## config.mk

```make
export PLATFORM = sky130hd
export DESIGN_NAME = axi_lite_regfile_slave
export DESIGN_NICKNAME = d
export VERILOG_FILES = /design/src/rtl/axi_lite_pkg.sv /design/src/rtl/axi_lite_addr_decode.sv /design/src/rtl/axi_lite_regfile_slave.sv
export SDC_FILE = /design/constraint.sdc
export NUM_CORES = 1
export LEC_CHECK = 0
export BUFFER_PORTS_ARGS = -buffer_cell sky130_fd_sc_hd__buf_2
export CAP_MARGIN = 20
export CORE_UTILIZATION = 32
export CTS_CLUSTER_DIAMETER = 150
export DETAILED_ROUTE_END_ITERATION = 6
export PLACE_DENSITY_LB_ADDON = 0.2
export REMOVE_ABC_BUFFERS = 1
export SLEW_MARGIN = 30
export SYNTH_ARGS = -nofsm -noshare
export SYNTH_HDL_FRONTEND = slang
export SYNTH_HIERARCHICAL = 1
export SYNTH_SLANG_ARGS = --single-unit
export TNS_END_PERCENT = 100
```

## constraint.sdc

```tcl
create_clock -name S_AXI_ACLK -period 6.4 [get_ports S_AXI_ACLK]
set_input_delay 0.32 -clock S_AXI_ACLK [delete_from_list [all_inputs] [get_ports S_AXI_ACLK]]
set_output_delay 0.32 -clock S_AXI_ACLK [all_outputs]
set_load 0.01 [all_outputs]
```

## src/rtl/axi_lite_pkg.sv

```systemverilog
// ---------------------------------------------------------------------------
// axi_lite_pkg
// Shared AXI4-Lite definitions: response codes (also used by axi_interconnect),
// state encodings for the register-file slave's write and read FSMs, and a
// helper that sizes register index fields.
// No ports (package).
// ---------------------------------------------------------------------------
package axi_lite_pkg;

    localparam logic [1:0] RESP_OKAY   = 2'b00;
    localparam logic [1:0] RESP_SLVERR = 2'b10;

    typedef enum logic [1:0] {
        W_IDLE   = 2'd0,
        W_COMMIT = 2'd1,
        W_RESP   = 2'd2
    } w_state_t;

    typedef enum logic {
        R_IDLE = 1'b0,
        R_DATA = 1'b1
    } r_state_t;

    // Width of a register index; never zero so a single-register file still
    // has a legal one-bit index vector.
    function automatic int idx_width(input int n);
        return (n > 1) ? $clog2(n) : 1;
    endfunction

endpackage

```

## src/rtl/axi_lite_addr_decode.sv

```systemverilog
// ---------------------------------------------------------------------------
// axi_lite_addr_decode
// Combinational byte-address to register-index decoder for the register file
// slave. The two low address bits are ignored (word-granular registers).
// Ports:
//   addr      in   ADDR_WIDTH  byte address from AW or AR channel
//   idx       out  IDX_W       register index (meaningful only when in_range)
//   in_range  out  1           address falls inside the register window
// ---------------------------------------------------------------------------
module axi_lite_addr_decode
    import axi_lite_pkg::*;
#(
    parameter int                    ADDR_WIDTH = 32,
    parameter int                    NUM_REGS   = 8,
    parameter logic [ADDR_WIDTH-1:0] BASE_ADDR  = '0,
    parameter int                    IDX_W      = idx_width(NUM_REGS)
) (
    input  logic [ADDR_WIDTH-1:0] addr,
    output logic [IDX_W-1:0]      idx,
    output logic                  in_range
);

    localparam logic [ADDR_WIDTH-1:0] NUM_REGS_A = ADDR_WIDTH'(NUM_REGS);

    logic [ADDR_WIDTH-1:0] off;

    assign off      = addr - BASE_ADDR;
    assign idx      = off[2 +: IDX_W];
    // The lower-bound test catches addresses below the window, whose offset
    // wraps to a large value.
    assign in_range = (addr >= BASE_ADDR) && ((off >> 2) < NUM_REGS_A);

endmodule

```

## src/rtl/axi_lite_regfile_slave.sv

```systemverilog
// ---------------------------------------------------------------------------
// axi_lite_regfile_slave
// AXI4-Lite slave holding NUM_REGS 32-bit registers with byte-enable writes,
// exporting register contents and per-register write strobes.
// Build option: AXI_REGFILE_ERR_EN -- when defined, out-of-window accesses
// answer SLVERR; otherwise they answer OKAY (reads return 0, writes dropped).
// Ports:
//   S_AXI_ACLK / S_AXI_ARESETN   clock, synchronous active-low reset
//   S_AXI_AW*                    write address channel (AWPROT ignored)
//   S_AXI_W*                     write data channel with byte strobes
//   S_AXI_B*                     write response channel
//   S_AXI_AR*                    read address channel (ARPROT ignored)
//   S_AXI_R*                     read data channel
//   reg_out   out NUM_REGS*32    register i at [32i+31:32i]
//   wr_pulse  out NUM_REGS       one-cycle strobe the cycle after reg i commits
// ---------------------------------------------------------------------------
// Handshake: a transfer happens on a rising edge where VALID and READY are both
// high. A source holds VALID and its payload stable until that edge; all READY
// and VALID outputs here are registered, so nothing is accepted combinationally.
module axi_lite_regfile_slave
    import axi_lite_pkg::*;
#(
    parameter int                    ADDR_WIDTH = 32,
    parameter int                    DATA_WIDTH = 32,
    parameter int                    NUM_REGS   = 8,
    parameter logic [ADDR_WIDTH-1:0] BASE_ADDR  = '0
) (
    input  logic                           S_AXI_ACLK,
    input  logic                           S_AXI_ARESETN,
    input  logic [ADDR_WIDTH-1:0]          S_AXI_AWADDR,
    input  logic [2:0]                     S_AXI_AWPROT,
    input  logic                           S_AXI_AWVALID,
    output logic                           S_AXI_AWREADY,
    input  logic [DATA_WIDTH-1:0]          S_AXI_WDATA,
    input  logic [DATA_WIDTH/8-1:0]        S_AXI_WSTRB,
    input  logic                           S_AXI_WVALID,
    output logic                           S_AXI_WREADY,
    output logic [1:0]                     S_AXI_BRESP,
    output logic                           S_AXI_BVALID,
    input  logic                           S_AXI_BREADY,
    input  logic [ADDR_WIDTH-1:0]          S_AXI_ARADDR,
    input  logic [2:0]                     S_AXI_ARPROT,
    input  logic                           S_AXI_ARVALID,
    output logic                           S_AXI_ARREADY,
    output logic [DATA_WIDTH-1:0]          S_AXI_RDATA,
    output logic [1:0]                     S_AXI_RRESP,
    output logic                           S_AXI_RVALID,
    input  logic                           S_AXI_RREADY,
    output logic [NUM_REGS*DATA_WIDTH-1:0] reg_out,
    output logic [NUM_REGS-1:0]            wr_pulse
);

    localparam int STRB_W = DATA_WIDTH / 8;
    localparam int IDX_W  = idx_width(NUM_REGS);

`ifdef AXI_REGFILE_ERR_EN
    localparam logic [1:0] OOR_RESP = RESP_SLVERR;
`else
    localparam logic [1:0] OOR_RESP = RESP_OKAY;
`endif

    logic unused_prot;
    assign unused_prot = ^{S_AXI_AWPROT, S_AXI_ARPROT};

    logic [DATA_WIDTH-1:0] regs [NUM_REGS];
    logic [NUM_REGS-1:0]   wr_pulse_q;

    // ------------------------------------------------------------------
    // Write path state
    // ------------------------------------------------------------------
    w_state_t              w_state, w_state_n;
    logic                  aw_ready_q, aw_ready_n;
    logic                  w_ready_q, w_ready_n;
    logic                  aw_got_q, aw_got_n;
    logic                  w_got_q, w_got_n;
    logic [ADDR_WIDTH-1:0] awaddr_q, awaddr_n;
    logic [DATA_WIDTH-1:0] wdata_q, wdata_n;
    logic [STRB_W-1:0]     wstrb_q, wstrb_n;
    logic                  bvalid_q, bvalid_n;
    logic [1:0]            bresp_q, bresp_n;

    logic [IDX_W-1:0]      aw_idx;
    logic                  aw_in_range;
    logic                  commit;

    // Decode the latched write address so the commit cycle sees a stable index.
    axi_lite_addr_decode #(
        .ADDR_WIDTH (ADDR_WIDTH),
        .NUM_REGS   (NUM_REGS),
        .BASE_ADDR  (BASE_ADDR),
        .IDX_W      (IDX_W)
    ) u_aw_decode (
        .addr     (awaddr_q),
        .idx      (aw_idx),
        .in_range (aw_in_range)
    );

    assign commit = (w_state == W_COMMIT);

    always_ff @(posedge S_AXI_ACLK) begin
        if (!S_AXI_ARESETN) begin
            w_state    <= W_IDLE;
            aw_ready_q <= 1'b0;
            w_ready_q  <= 1'b0;
            aw_got_q   <= 1'b0;
            w_got_q    <= 1'b0;
            awaddr_q   <= '0;
            wdata_q    <= '0;
            wstrb_q    <= '0;
            bvalid_q   <= 1'b0;
            bresp_q    <= RESP_OKAY;
        end else begin
            w_state    <= w_state_n;
            aw_ready_q <= aw_ready_n;
            w_ready_q  <= w_ready_n;
            aw_got_q   <= aw_got_n;
            w_got_q    <= w_got_n;
            awaddr_q   <= awaddr_n;
            wdata_q    <= wdata_n;
            wstrb_q    <= wstrb_n;
            bvalid_q   <= bvalid_n;
            bresp_q    <= bresp_n;
        end
    end

    always_comb begin
        w_state_n  = w_state;
        aw_ready_n = aw_ready_q;
        w_ready_n  = w_ready_q;
        aw_got_n   = aw_got_q;
        w_got_n    = w_got_q;
        awaddr_n   = awaddr_q;
        wdata_n    = wdata_q;
        wstrb_n    = wstrb_q;
        bvalid_n   = bvalid_q;
        bresp_n    = bresp_q;
        unique case (w_state)
            W_IDLE: begin
                // AW and W are captured independently; each READY drops once
                // its half is held, and the commit starts when both are held.
                if (aw_ready_q && S_AXI_AWVALID) begin
                    aw_got_n = 1'b1;
                    awaddr_n = S_AXI_AWADDR;
                end
                if (w_ready_q && S_AXI_WVALID) begin
                    w_got_n = 1'b1;
                    wdata_n = S_AXI_WDATA;
                    wstrb_n = S_AXI_WSTRB;
                end
                aw_ready_n = !aw_got_n;
                w_ready_n  = !w_got_n;
                if (aw_got_n && w_got_n) begin
                    w_state_n = W_COMMIT;
                end
            end
            W_COMMIT: begin
                aw_got_n  = 1'b0;
                w_got_n   = 1'b0;
                bvalid_n  = 1'b1;
                bresp_n   = aw_in_range ? RESP_OKAY : OOR_RESP;
                w_state_n = W_RESP;
            end
            W_RESP: begin
                if (S_AXI_BREADY) begin
                    bvalid_n   = 1'b0;
                    aw_ready_n = 1'b1;
                    w_ready_n  = 1'b1;
                    w_state_n  = W_IDLE;
                end
            end
            default: begin
                w_state_n = W_IDLE;
            end
        endcase
    end

    // ------------------------------------------------------------------
    // Register storage and write strobes
    // ------------------------------------------------------------------
    always_ff @(posedge S_AXI_ACLK) begin
        if (!S_AXI_ARESETN) begin
            for (int i = 0; i < NUM_REGS; i++) begin
                regs[i] <= '0;
            end
            wr_pulse_q <= '0;
        end else begin
            wr_pulse_q <= '0;
            if (commit && aw_in_range) begin
                for (int b = 0; b < STRB_W; b++) begin
                    if (wstrb_q[b]) begin
                        regs[aw_idx][8*b +: 8] <= wdata_q[8*b +: 8];
                    end
                end
                wr_pulse_q[aw_idx] <= 1'b1;
            end
        end
    end

    // ------------------------------------------------------------------
    // Read path
    // ------------------------------------------------------------------
    r_state_t              r_state, r_state_n;
    logic                  ar_ready_q, ar_ready_n;
    logic                  rvalid_q, rvalid_n;
    logic [DATA_WIDTH-1:0] rdata_q, rdata_n;
    logic [1:0]            rresp_q, rresp_n;

    logic [IDX_W-1:0]      ar_idx;
    logic                  ar_in_range;

    axi_lite_addr_decode #(
        .ADDR_WIDTH (ADDR_WIDTH),
        .NUM_REGS   (NUM_REGS),
        .BASE_ADDR  (BASE_ADDR),
        .IDX_W      (IDX_W)
    ) u_ar_decode (
        .addr     (S_AXI_ARADDR),
        .idx      (ar_idx),
        .in_range (ar_in_range)
    );

    always_ff @(posedge S_AXI_ACLK) begin
        if (!S_AXI_ARESETN) begin
            r_state    <= R_IDLE;
            ar_ready_q <= 1'b0;
            rvalid_q   <= 1'b0;
            rdata_q    <= '0;
            rresp_q    <= RESP_OKAY;
        end else begin
            r_state    <= r_state_n;
            ar_ready_q <= ar_ready_n;
            rvalid_q   <= rvalid_n;
            rdata_q    <= rdata_n;
            rresp_q    <= rresp_n;
        end
    end

    always_comb begin
        r_state_n  = r_state;
        ar_ready_n = ar_ready_q;
        rvalid_n   = rvalid_q;
        rdata_n    = rdata_q;
        rresp_n    = rresp_q;
        unique case (r_state)
            R_IDLE: begin
                ar_ready_n = 1'b1;
                if (ar_ready_q && S_AXI_ARVALID) begin
                    // regs is sampled before any same-edge commit lands, so a
                    // colliding read returns the pre-write value.
                    ar_ready_n = 1'b0;
                    rvalid_n   = 1'b1;
                    rdata_n    = ar_in_range ? regs[ar_idx] : '0;
                    rresp_n    = ar_in_range ? RESP_OKAY : OOR_RESP;
                    r_state_n  = R_DATA;
                end
            end
            R_DATA: begin
                if (S_AXI_RREADY) begin
                    rvalid_n   = 1'b0;
                    ar_ready_n = 1'b1;
                    r_state_n  = R_IDLE;
                end
            end
            default: begin
                r_state_n = R_IDLE;
            end
        endcase
    end

    // ------------------------------------------------------------------
    // Outputs
    // ------------------------------------------------------------------
    assign S_AXI_AWREADY = aw_ready_q;
    assign S_AXI_WREADY  = w_ready_q;
    assign S_AXI_BVALID  = bvalid_q;
    assign S_AXI_BRESP   = bresp_q;
    assign S_AXI_ARREADY = ar_ready_q;
    assign S_AXI_RVALID  = rvalid_q;
    assign S_AXI_RDATA   = rdata_q;
    assign S_AXI_RRESP   = rresp_q;
    assign wr_pulse      = wr_pulse_q;

    for (genvar gi = 0; gi < NUM_REGS; gi++) begin : g_reg_out
        assign reg_out[gi*DATA_WIDTH +: DATA_WIDTH] = regs[gi];
    end

endmodule

```

==> flow_summary_export.csv <==
group,metric,value,unit
power_and_ir_drop,fin_total_pwr,5.86,mW
detailed_routing,ant_nets,0,
cts,post-cts-setup-buffers,0,
placed_design,io_buffers,403,
timing,rsz0062_at_grt,"no",
detailed_routing,drt_pass1_iterations,5,
timing,tightest_slew,0.834,ns
grt,grt_usage,20.5,%
floorplan,ios,418,
final_layout,final_core_util,41.3,%
floorplan,start_util,32.6,%
logic_synthesis,syn_avg_cell_area,12.2,sq um
final_layout,layout-drive-gt1-share,35.0,%
power_and_ir_drop,peakVddDrop,0.208,mV
grt,overflow,0,
final_layout,fin_cells,2433,
logic_synthesis,ys_warn_count,6,
floorplan,die_area,52100,sq um
placed_design,place_hpwl,35900,um
timing,maxSlewViolCount,0,
final_layout,fillers,4806,
setup_path,cp-end-kind,"flip-flop",
final_layout,area_delta_synth_final,26.9,%
cts,clock_latency,0.56,ns
placed_design,dp.cells,2316,
timing,relSlewSlack,44.4,%
timing,tns,0,ns
power_and_ir_drop,powerDensity,282,nW/um^2
detailed_routing,drc,0,
cts,ctsResizeCount,0,
setup_path,crit_type,"flip-flop to flip-flop",
cts,htreeDepth,2,
setup_path,critPathMaxFanout,24,
final_layout,final_nets,1837,
timing,setup_violations,0,
detailed_routing,wire_per_inst,22.5,um
cts,tritoncts,"done",
grt,grt_pass1_vias,12000,
timing,max_freq,284,MHz
cts,numCtsBuffers,43,
floorplan,num_rows,82,
logic_synthesis,netlist_area,16400,sq um
floorplan,core_region_area,50300,sq um
timing,fin_crit,3.52,ns
placed_design,gp_congestion,0.790,
timing,finalHoldViolCount,0,
cts,clock_path_buffers,3,
flow_run,cap_violations,0,
detailed_routing,via_per_inst,5.00,
setup_path,start_kind,"flip-flop",
cts,cts-root-buf,"clkbuf_16",
detailed_routing,drt-total-wl,54800,um
grt,grt_max_degree,74,
status,status,"complete, no violations",
detailed_routing,drtIter0Drc,921,
setup_path,worstPathRequired,6.59,ns
cts,clk_pin_slew,0.06,ns
floorplan,die_w,228,um
grt,grt_pass1_wl,79800,um
grt,antenna_found_initial,2,
timing,clock_skew,0.0141,ns
floorplan,die_h,228,um
cts,clock-sinks,372,
detailed_routing,vias,12200,
logic_synthesis,netlist_instances,1343,
setup_path,crit_arrival,3.71,ns
power_and_ir_drop,p_leak,9.70,nW
timing,finalCritPeriodShare,55.0,%
min_path,min_path_type,"primary input to flip-flop",
layout by cell type, fill, tap and decap left out, types with 2 or more instances in the layout:
cell and instances:
nor3_1 3, a21boi_0 69, nor4_4 2, clkinv_1 7, and3_1 249, diode_2 3
and3_2 7, clkbuf_8 6, nand3_2 2, dlygate4sd3_1 35, buf_2 401, nor4_2 2
o211a_1 34, clkinv_4 2, nand3b_1 2, nor4b_4 2, edfxtp_1 256, bufinv_16 8
mux4_2 33, nand4_1 2, nand3_1 2, nor3_4 4, buf_4 24, nand2_1 263
o22ai_1 31, a21oi_1 4, and3b_1 2, clkbuf_1 6, o21ai_0 35, conb_1 4
nor4_1 10, mux2_2 62, nand2b_1 3, dfxtp_1 115, nor2_1 7, clkbuf_16 45
clkinv_2 4
where the power goes:
group / leakage, nW / total [mW] / switching (mW) / internal, mW
clock: 0.757 / 2.67 / 1.00 / 1.67
sequential: 3.58 / 2.73 / 0.0838 / 2.65
combinational: 5.36 / 0.452 / 0.276 / 0.176
total: 9.70 / 5.86 / 1.36 / 4.50
what timing repair did:
| item | CTS | global route |
|---|---|---|
| setup endpoints to repair | 0 | 0 |
| endpoints found under the hold margin | 35 | 0 |
| hold buffers | 35 | 0 |
cell type report:
class,instances,area [sq um],share of cell area [%]
antenna,3,7.51,0.0361
clock buffer,57,1230,5.93
clock inverter,22,313,1.51
inverter,2,10.0,0.0482
multi-input combinational,843,5780,27.8
sequential,372,10000,48.2
tap,672,841,4.05
timing repair buffer,462,2580,12.4
worst paths after layout:
check | slack (ns) | end | depth (start not counted) | start
max | 2.88 | regs[6][25] | 8 | awaddr_q[23]
min | 0.02 | wdata_q[17] | 3 | S_AXI_WDATA[17]
max reg2reg | 2.88 | regs[6][25] | 8 | awaddr_q[23]
min reg2reg | 0.46 | awaddr_q[28] | 2 | awaddr_q[28]
per-layer routing:
| layer | wire length [um] | GRT usage (%) |
|---|---|---|
| met5 | 0 | 0 |
| met4 | 1110 | 6.12 |
| met3 | 3210 | 3.99 |
| met2 | 26200 | 33.4 |
| met1 | 24300 | 27.6 |
registers in the layout, summed over array words and instances (netlist names), 2 cells and up:
signal       cells
wdata_q         32
wr_pulse         8
S_AXI_RDATA     32
w_state          2
awaddr_q        30
wstrb_q          4
regs           256
metrics by stage:
step	area, sq um	hold WS, ns	setup WS (ns)
floorplan	15800	0.442	3.77
global placement	18800	0.456	2.83
detailed placement	18900	0.460	2.83
CTS	20800	0.000227	2.82
global route	20800	0.0184	2.66
finish	20800	0.0202	2.88
worst max-delay path, stage by stage (launching register included):
cell and delay, ns:
dfxtp_1 0.31, nor4_1 0.35, nand4_1 0.16, nor2_1 0.26, nand4b_4 0.33, nor3_4 0.67, buf_4 0.47, nand2_1 0.09
nand2_1 0.48
Power figures use the tool's default switching activity.
